===== config.mk =====
export PLATFORM = sky130hd
export DESIGN_NAME = des_key_scheduler_flat
export DESIGN_NICKNAME = d
export VERILOG_FILES = /design/src/rtl/des_key_if.sv /design/src/rtl/des_key_scheduler.sv /design/src/flat_wrapper.sv
export SDC_FILE = /design/constraint.sdc
export NUM_CORES = 1
export LEC_CHECK = 0
export ABC_AREA = 1
export CORE_UTILIZATION = 58
export CTS_BUF_LIST = sky130_fd_sc_hd__clkbuf_8
export CTS_CLUSTER_SIZE = 14
export DETAILED_ROUTE_END_ITERATION = 12
export GPL_TIMING_DRIVEN = 1
export HOLD_SLACK_MARGIN = 0.1
export PLACE_DENSITY = 0.89
export SLEW_MARGIN = 20
export SYNTH_ARGS = -nofsm -noshare
export SYNTH_HDL_FRONTEND = slang
export SYNTH_SLANG_ARGS = --single-unit

===== constraint.sdc =====
create_clock -name clk -period 3.5 [get_ports clk]
set_clock_uncertainty 0.1 [all_clocks]
set_input_delay 0.7 -clock clk [delete_from_list [all_inputs] [get_ports clk]]
set_output_delay 0.7 -clock clk [all_outputs]
set_load 0.01 [all_outputs]

===== src/rtl/des_key_if.sv =====
// Handshake bundle between a DES key-schedule consumer and the scheduler.
// Key and subkey use DES bit numbering: bit 1 is the MSB.
interface des_key_if;
    logic        start;
    logic [1:64] key;
    logic        decrypt;
    logic        abort;
    logic        subkey_ready;
    logic        subkey_valid;
    logic [1:48] subkey;
    logic [3:0]  round;
    logic        busy;
    logic        done;

    modport master (
        output start, key, decrypt, abort, subkey_ready,
        input  subkey_valid, subkey, round, busy, done
    );

    modport slave (
        input  start, key, decrypt, abort, subkey_ready,
        output subkey_valid, subkey, round, busy, done
    );
endinterface


===== src/rtl/des_key_scheduler.sv =====
// DES round-key generator: one 48-bit subkey per handshake, forward or reverse order.
// C/D rotate in place, so decrypt walks the schedule backwards by rotating right.
module des_key_scheduler (
    input  logic     clk,
    input  logic     rst_n,
    des_key_if.slave bus
);
    localparam int PC1 [56] = '{
        57, 49, 41, 33, 25, 17,  9,  1, 58, 50, 42, 34, 26, 18,
        10,  2, 59, 51, 43, 35, 27, 19, 11,  3, 60, 52, 44, 36,
        63, 55, 47, 39, 31, 23, 15,  7, 62, 54, 46, 38, 30, 22,
        14,  6, 61, 53, 45, 37, 29, 21, 13,  5, 28, 20, 12,  4
    };

    localparam int PC2 [48] = '{
        14, 17, 11, 24,  1,  5,  3, 28, 15,  6, 21, 10,
        23, 19, 12,  4, 26,  8, 16,  7, 27, 20, 13,  2,
        41, 52, 31, 37, 47, 55, 30, 40, 51, 45, 33, 48,
        44, 49, 39, 56, 34, 53, 46, 42, 50, 36, 29, 32
    };

    typedef enum logic {IDLE, RUN} state_t;

    state_t      state, state_nxt;
    logic [1:28] c, d;
    logic [1:56] key_cd;
    logic [3:0]  round;
    logic        dec;
    logic        done;
    logic        accept, hs, last, two;

    function automatic logic [1:56] pc1(input logic [1:64] k);
        logic [1:56] r;
        for (int i = 0; i < 56; i++) r[i+1] = k[PC1[i]];
        return r;
    endfunction

    function automatic logic [1:48] pc2(input logic [1:56] cd);
        logic [1:48] r;
        for (int i = 0; i < 48; i++) r[i+1] = cd[PC2[i]];
        return r;
    endfunction

    function automatic logic [1:28] rot(input logic [1:28] v, input logic right, input logic dbl);
        logic [1:28] r;
        case ({right, dbl})
            2'b00:   r = {v[2:28], v[1]};
            2'b01:   r = {v[3:28], v[1:2]};
            2'b10:   r = {v[28], v[1:27]};
            default: r = {v[27:28], v[1:26]};
        endcase
        return r;
    endfunction

    assign key_cd = pc1(bus.key);
    assign accept = (state == IDLE) && bus.start && !bus.abort;
    assign hs     = (state == RUN) && bus.subkey_ready;
    assign last   = (round == 4'd15);
    // Single-bit rotations fall between emitted rounds 0/7/14 and their successors.
    assign two    = !((round == 4'd0) || (round == 4'd7) || (round == 4'd14));

    always_ff @(posedge clk or negedge rst_n) begin
        if (!rst_n) state <= IDLE;
        else        state <= state_nxt;
    end

    always_comb begin
        state_nxt = state;
        case (state)
            IDLE: if (accept) state_nxt = RUN;
            RUN:  if (bus.abort || (hs && last)) state_nxt = IDLE;
            default: state_nxt = IDLE;
        endcase
    end

    always_comb begin
        bus.subkey_valid = (state == RUN);
        bus.busy         = (state == RUN);
        bus.round        = round;
        bus.done         = done;
        bus.subkey       = pc2({c, d});
    end

    always_ff @(posedge clk or negedge rst_n) begin
        if (!rst_n) begin
            c     <= '0;
            d     <= '0;
            round <= '0;
            dec   <= 1'b0;
            done  <= 1'b0;
        end else begin
            done <= hs && last && !bus.abort;
            if (accept) begin
                dec   <= bus.decrypt;
                round <= '0;
                // Encrypt starts at C1/D1; decrypt starts at C16/D16, which equal C0/D0.
                c     <= bus.decrypt ? key_cd[1:28]  : rot(key_cd[1:28], 1'b0, 1'b0);
                d     <= bus.decrypt ? key_cd[29:56] : rot(key_cd[29:56], 1'b0, 1'b0);
            end else if (state == RUN) begin
                if (bus.abort || (hs && last)) begin
                    round <= '0;
                end else if (hs) begin
                    round <= round + 4'd1;
                    c     <= rot(c, dec, two);
                    d     <= rot(d, dec, two);
                end
            end
        end
    end
endmodule


===== src/flat_wrapper.sv =====
// flat-port wrapper written by rule: the top's interface ports become plain ports
module des_key_scheduler_flat 
  (clk, rst_n, bus_start, bus_key, bus_decrypt, bus_abort, bus_subkey_ready, bus_subkey_valid, bus_subkey, bus_round, bus_busy, bus_done);
  des_key_if bus_i ();
  input  logic clk;
  input  logic rst_n;
  input wire logic [$bits(bus_i.start)-1:0] bus_start;
  input wire logic [$bits(bus_i.key)-1:0] bus_key;
  input wire logic [$bits(bus_i.decrypt)-1:0] bus_decrypt;
  input wire logic [$bits(bus_i.abort)-1:0] bus_abort;
  input wire logic [$bits(bus_i.subkey_ready)-1:0] bus_subkey_ready;
  output wire logic [$bits(bus_i.subkey_valid)-1:0] bus_subkey_valid;
  output wire logic [$bits(bus_i.subkey)-1:0] bus_subkey;
  output wire logic [$bits(bus_i.round)-1:0] bus_round;
  output wire logic [$bits(bus_i.busy)-1:0] bus_busy;
  output wire logic [$bits(bus_i.done)-1:0] bus_done;
  assign bus_i.start = bus_start;
  assign bus_i.key = bus_key;
  assign bus_i.decrypt = bus_decrypt;
  assign bus_i.abort = bus_abort;
  assign bus_i.subkey_ready = bus_subkey_ready;
  assign bus_subkey_valid = bus_i.subkey_valid;
  assign bus_subkey = bus_i.subkey;
  assign bus_round = bus_i.round;
  assign bus_busy = bus_i.busy;
  assign bus_done = bus_i.done;
  des_key_scheduler u_core (.clk(clk), .rst_n(rst_n), .bus(bus_i));
endmodule

==> flow_summary.ini, run 1 <==
[power]
max-vdd-ir-drop_v = 0.000321
p_leak_nw = 3.51
combPwrFrac_pct = 50.5
power_switching_mw = 2.02
p_per_area_nw_per_um2 = 640
p_int_mw = 2.46
power_frac_seq_pct = 34.0
netSwitchingFraction_pct = 45.1
power_frac_clock_pct = 15.4

[outcome]
outcome = finished clean

[worst_setup_path]
critPathLaunch = u_core.bus.round[0]
crit_top_cell = nand3_4
crit_type = reg -> reg
cp_slowest_stage_delay_ns = 0.65
cp-start-kind = flip-flop
r2r-start = u_core.bus.round[0]
arrival_ns = 2.83
crit_path_end_kind = flip-flop
cp.depth = 9
cp_slowest_cell = nor2_4
reg2reg_depth = 9
crit_family = simple AND/OR/NAND/NOR gates
cp_num_buf_inv = 1
cp.required_ns = 3.68
cp_cell_sequence = inv_1 > ha_1 > nand3_4 > nand3_4 > nor2_4 > nand2_1 > nand3_1 > nor2_1 > o21ai_1
cp_max_fo = 28

[clock_tree]
cts_buffer_depth = 2
insertion_delay_ns = 0.36
numCtsBuffers = 9
clkSinkCount = 63
cts_tree = yes
htreeDepth = 3
cts_resized = 0
cts_setup_buffers = 0
ctsHoldBuffers = 0
path_clk_slew_ns = 0.08
clockRootBuffer = clkbuf_8

[synthesis]
synth-edff-count = 0
synth_nets = 1101
syn_inst = 1028
yosysWarnings = 0
synth_ff_type = dfrtp_1
yosysSeqAreaShare_pct = 26.3
yosysUniqueCellTypes = 30
syn_area_per_cell_um2 = 5.84
synth-seq-cells = 63
syn_area_um2 = 6000
async_flop_share_pct = 100

[routing]
wl_per_cell_um = 14.4
route.detailed.drc = 0
drt_iter0_drc = 705
postRouteAntennaNets = 0
dr.pass1.iters = 5
viasPerCell = 5.64
finalWirelength_um = 17200
vias = 6726

[job]
max_cap_viol_count = 0

[placed_design]
portBuffers = 116
place_area_um2 = 6800
place.gp.congestion = 0.846
dp_hpwl_um = 10800

[timing]
final-setup-viol-count = 0
final-max-slew-violation-count = 0
fin_crit_ns = 2.65
max_freq_mhz = 377
hold_viol_final = 0
rsz0062_at_grt = no
hold-worst-slack_ns = 0.289
min_period_over_period_pct = 75.8
setup-tns-final_ns = 0
max-slew-margin-rel_pct = 47.3
worstMarginPinSlew_ns = 0.789

[global_route]
grt_pass1_wl_um = 28600
grt_overflow_total = 0
grt_max_degree = 71
grtUsageTotal_pct = 32.2
antenna_found_initial = 0
grt_pass1_vias = 5968

[cells_and_area]
layout-drive-gt1-share_pct = 5.38
area_growth_pct = 16.8
layout.nets = 1127
fillers = 909
diodes = 0
most-common-layout-cells = 416 x nand2_1, 193 x nand3_1, 114 x clkdlybuf4s50_1
final_area_um2 = 7010
final_common_cell = nand2_1

[die]
coreArea_um2 = 9910
rows = 36
start_util_pct = 60.6
die_w_um = 104
die_y_um = 104
dieArea_um2 = 10800
io_pins = 125

[min_path]
hp-class = in -> async
[per-stage QoR]
step	utilization, %	worst slack [ns]	power [mW]	instances
6_report	70.7	0.848	4.49	1192
5_1_grt	70.7	0.640	4.81	1192
4_1_cts	70.7	0.888	4.44	1192
3_5_place_dp	68.6	0.769	3.75	1176
3_3_place_gp	68.6	0.783	3.69	1176
2_1_floorplan	-	1.59	3.12	1028
[kinds of logic (layout without fill, tap and decap cells)]
group,count (synthesis),after routing,share of synthesized area [%]
mux,13,13,2.17
buf+inv,164,195,14.4
fa+ha+maj,3,3,0.625
flops,63,63,26.3
xor+xnor,2,2,0.292
simple gates,723,723,50.8
compound gates,60,60,5.42
[state kept, by name, summed over array words and instances (netlist names)]
name,count
u_core.bus.done,1
u_core.bus.round,4
u_core.d,28
u_core.c,28
u_core.dec,1
u_core.bus.busy,1
[cells in the mapped netlist (5+ instances only)]
| library cell | number | area, µm² |
|---|---|---|
| nand4_1 | 5 | 31.3 |
| o211ai_1 | 6 | 45.0 |
| nand2_1 | 416 | 1560 |
| a21oi_1 | 14 | 70.1 |
| buf_4 | 50 | 375 |
| inv_1 | 41 | 154 |
| o21ai_1 | 24 | 120 |
| buf_2 | 32 | 160 |
| nand3_1 | 194 | 971 |
| o21ai_0 | 12 | 60.1 |
| buf_1 | 9 | 33.8 |
| dfrtp_1 | 63 | 1580 |
| mux2i_1 | 13 | 130 |
| or2_2 | 8 | 50.1 |
| nor2_1 | 90 | 338 |
| clkbuf_1 | 25 | 93.8 |
[power groups by stage]
| stage | logic, mW | clock network, mW | registers, mW |
|---|---|---|---|
| after floorplan | 1.77 | 0 | 1.35 |
| after global placement | 2.18 | 0 | 1.51 |
| after detailed placement | 2.24 | 0 | 1.51 |
| after CTS | 2.25 | 0.687 | 1.50 |
| after global routing | 2.52 | 0.723 | 1.56 |
| final | 2.27 | 0.692 | 1.53 |
[path summary, 6_finish.rpt]
path | slack [ns] | end
min in group clk | 0.44 | u_core.d[10]
max in group asynchronous | 2.26 | u_core.c[8]
hold / removal | 0.29 | u_core.d[24]
hold reg to reg | 0.44 | u_core.d[10]
setup reg to reg | 0.85 | u_core.c[1]
setup / recovery | 0.85 | u_core.c[1]
[cell type report]
| type | count | area, µm² | area share [%] |
|---|---|---|---|
| clock inverters | 4 | 43.8 | 0.625 |
| clock buffers | 12 | 165 | 2.36 |
| inverters | 45 | 169 | 2.41 |
| multi-input cells | 801 | 3560 | 50.8 |
| repair buffers | 134 | 1320 | 18.9 |
| well taps | 133 | 166 | 2.37 |
| flip-flops and latches | 63 | 1580 | 22.5 |
[layer usage]
| metal | up-vias | track usage (%) | part of all wire, % |
|---|---|---|---|
| met5 | - | 0 | 0 |
| met2 | 359 | 52.6 | 47 |
| met4 | 0 | 11.7 | 1.9 |
| met3 | 35 | 3.71 | 8.4 |
| li1 | 3291 | - | - |
| met1 | 3041 | 44.0 | 43 |
No activity file was read; power rests on OpenSTA's default activity.
==> inputs of run 2 (changes only) <==
--- a/config.mk
+++ b/config.mk
@@ -6,13 +6,13 @@
 export NUM_CORES = 1
 export LEC_CHECK = 0
 export ABC_AREA = 1
-export CORE_UTILIZATION = 58
+export CORE_UTILIZATION = 49
 export CTS_BUF_LIST = sky130_fd_sc_hd__clkbuf_8
 export CTS_CLUSTER_SIZE = 14
 export DETAILED_ROUTE_END_ITERATION = 12
 export GPL_TIMING_DRIVEN = 1
 export HOLD_SLACK_MARGIN = 0.1
-export PLACE_DENSITY = 0.89
+export PLACE_DENSITY = 0.8
 export SLEW_MARGIN = 20
 export SYNTH_ARGS = -nofsm -noshare
 export SYNTH_HDL_FRONTEND = slang
==> constraint.sdc (replaced) <==
create_clock -name clk -period 2.4 [get_ports clk]
set_clock_uncertainty 0.1 [all_clocks]
set_input_delay 0.48 -clock clk [delete_from_list [all_inputs] [get_ports clk]]
set_output_delay 0.48 -clock clk [all_outputs]
set_load 0.01 [all_outputs]
==> flow_summary.ini, run 2 (same netlist as run 1, synthesis figures left out) <==
[power]
p_per_area_nw_per_um2 = 904
power_frac_clock_pct = 13.5
p_leak_nw = 3.57
combPwrFrac_pct = 51.9
power_switching_mw = 2.91
p_int_mw = 3.53
netSwitchingFraction_pct = 45.2
power_frac_seq_pct = 34.5
max-vdd-ir-drop_v = 0.000354

[global_route]
grt_max_degree = 71
grtUsageTotal_pct = 28.4
antenna_found_initial = 0
grt_pass1_vias = 6029
grt_overflow_total = 0
grt_pass1_wl_um = 29400

[cells_and_area]
fillers = 1165
final_area_um2 = 7120
multi_input_area_um2 = 3560
area_growth_pct = 18.7
layout.nets = 1136
regArea_um2 = 1580
layout-drive-gt1-share_pct = 5.81
fin_cells = 1215
reg_top3 = u_core.c: 28 flops, u_core.d: 28 flops, u_core.bus.round: 4 flops
most-common-layout-cells = 416 x nand2_1, 193 x nand3_1, 114 x clkdlybuf4s50_1
final_common_cell = nand2_1
diodes = 0

[die]
start_util_pct = 50.2
coreArea_um2 = 12000
rows = 40
die_y_um = 113
die_w_um = 113
dieArea_um2 = 12700
io_pins = 125

[worst_setup_path]
arrival_ns = 2.43
crit_path_end_kind = flip-flop
cp_max_fo = 22
cp-start-kind = flip-flop
crit_type = reg -> reg
cp.required_ns = 2.60

[job]
max_cap_viol_count = 0

[placed_design]
post-place-ws_ns = 0.228
place.gp.congestion = 0.868
dpl.cell_count = 1198
place_area_um2 = 6930
portBuffers = 116
dp_hpwl_um = 11300

[clock_tree]
path_clk_slew_ns = 0.07
cts_buffer_depth = 2
numCtsBuffers = 9
insertion_delay_ns = 0.36
clockRootBuffer = clkbuf_8
htreeDepth = 3
clkSinkCount = 63
cts_tree = yes

[routing]
route.detailed.drc = 0
vias = 6616
drt_iter0_drc = 573
wl_per_cell_um = 14.2
finalWirelength_um = 17300
dr.pass1.iters = 6
postRouteAntennaNets = 0
viasPerCell = 5.45

[timing]
max_freq_mhz = 449
min_period_over_period_pct = 92.7
rsz0062_at_grt = no
setup-tns-final_ns = 0
max-slew-margin-rel_pct = 53.6
final-max-slew-violation-count = 0
final-setup-viol-count = 0
worstMarginPinSlew_ns = 0.696
fin_crit_ns = 2.23
hold_viol_final = 0
layout_setup_ws_ns = 0.175

[min_path]
hp-class = reg -> reg

[outcome]
outcome = finished clean
[run 2: cell types whose count changed in the layout (fill, tap and decap cells not counted), sizes merged]
cell         before  now
dlygate4sd3       0    1
clkinv            3    1
bufinv            1    0
buf              20   28
inv              45   48
[run 2: layer usage]
metal | GRT usage (%) | vias up | part of all wire (%)
met5 | 0 | - | 0
li1 | - | 3307 | -
met2 | 46.0 | 270 | 46
met3 | 3.83 | 30 | 6.0
met1 | 38.5 | 3009 | 46
met4 | 10.7 | 0 | 2.3
[run 2: final timing paths]
kind | start | endpoint | slack, ns | cells after the start
min | u_core.d[10] | u_core.d[10] | 0.44 | 2
max reg2reg | u_core.bus.round[0] | u_core.d[16] | 0.17 | 10
min reg2reg | u_core.d[10] | u_core.d[10] | 0.44 | 2
max in group asynchronous | rst_n | u_core.dec | 1.33 | 3
max | u_core.bus.round[0] | u_core.d[16] | 0.17 | 10
min in group asynchronous | rst_n | u_core.d[17] | 0.57 | 3
[run 2: power groups by stage]
stage	Combinational (mW)	Sequential, mW	Clock, mW
after detailed placement	3.32	2.21	0
final	3.34	2.22	0.871
after CTS	3.34	2.20	0.883
after global placement	3.25	2.22	0
after global routing	3.77	2.30	0.926
after floorplan	2.58	1.96	0
[run 2: what timing repair did]
item / CTS / global route
hold buffers: 1 / 0
buffers inserted: 0 / 0
endpoints found under the hold margin: 63 / 0
setup endpoints to repair: 0 / 2
resized for setup: 0 / 1
[run 2: stage by stage]
stage               hold WS (ns)  util, %  power [mW]
detailed placement         0.419     57.9        5.54
global placement           0.422     57.9        5.48
floorplan                 0.0844        -        4.55
global route               0.483     59.6        6.99
finish                     0.441     59.6        6.44
CTS                        0.438     59.5        6.42
[run 2: final cells by class]
class / instances / area share (%)
Multi-Input combinational cell: 801 / 50.0
Inverter: 45 / 2.37
Tap cell: 147 / 2.58
Sequential cell: 63 / 22.1
Clock inverter: 4 / 0.211
Timing Repair Buffer: 143 / 20.3
Clock buffer: 12 / 2.32
[run 2: critical path: stages, from the launching register on]
cell,delay (ns)
dfrtp_1,0.38
inv_1,0.10
ha_1,0.23
nand3_4,0.15
buf_4,0.31
nand3_1,0.34
o21ai_0,0.33
nor2_1,0.06
nand2_1,0.06
nand2_1,0.05
nand2_1,0.06
==> inputs of run 3 (changes only) <==
--- a/config.mk
+++ b/config.mk
@@ -17,3 +17,4 @@
 export SYNTH_ARGS = -nofsm -noshare
 export SYNTH_HDL_FRONTEND = slang
 export SYNTH_SLANG_ARGS = --single-unit
+export TNS_END_PERCENT = 1
==> results of run 3 <==
Final layout, timing and power as in run 2 (identical DEF).
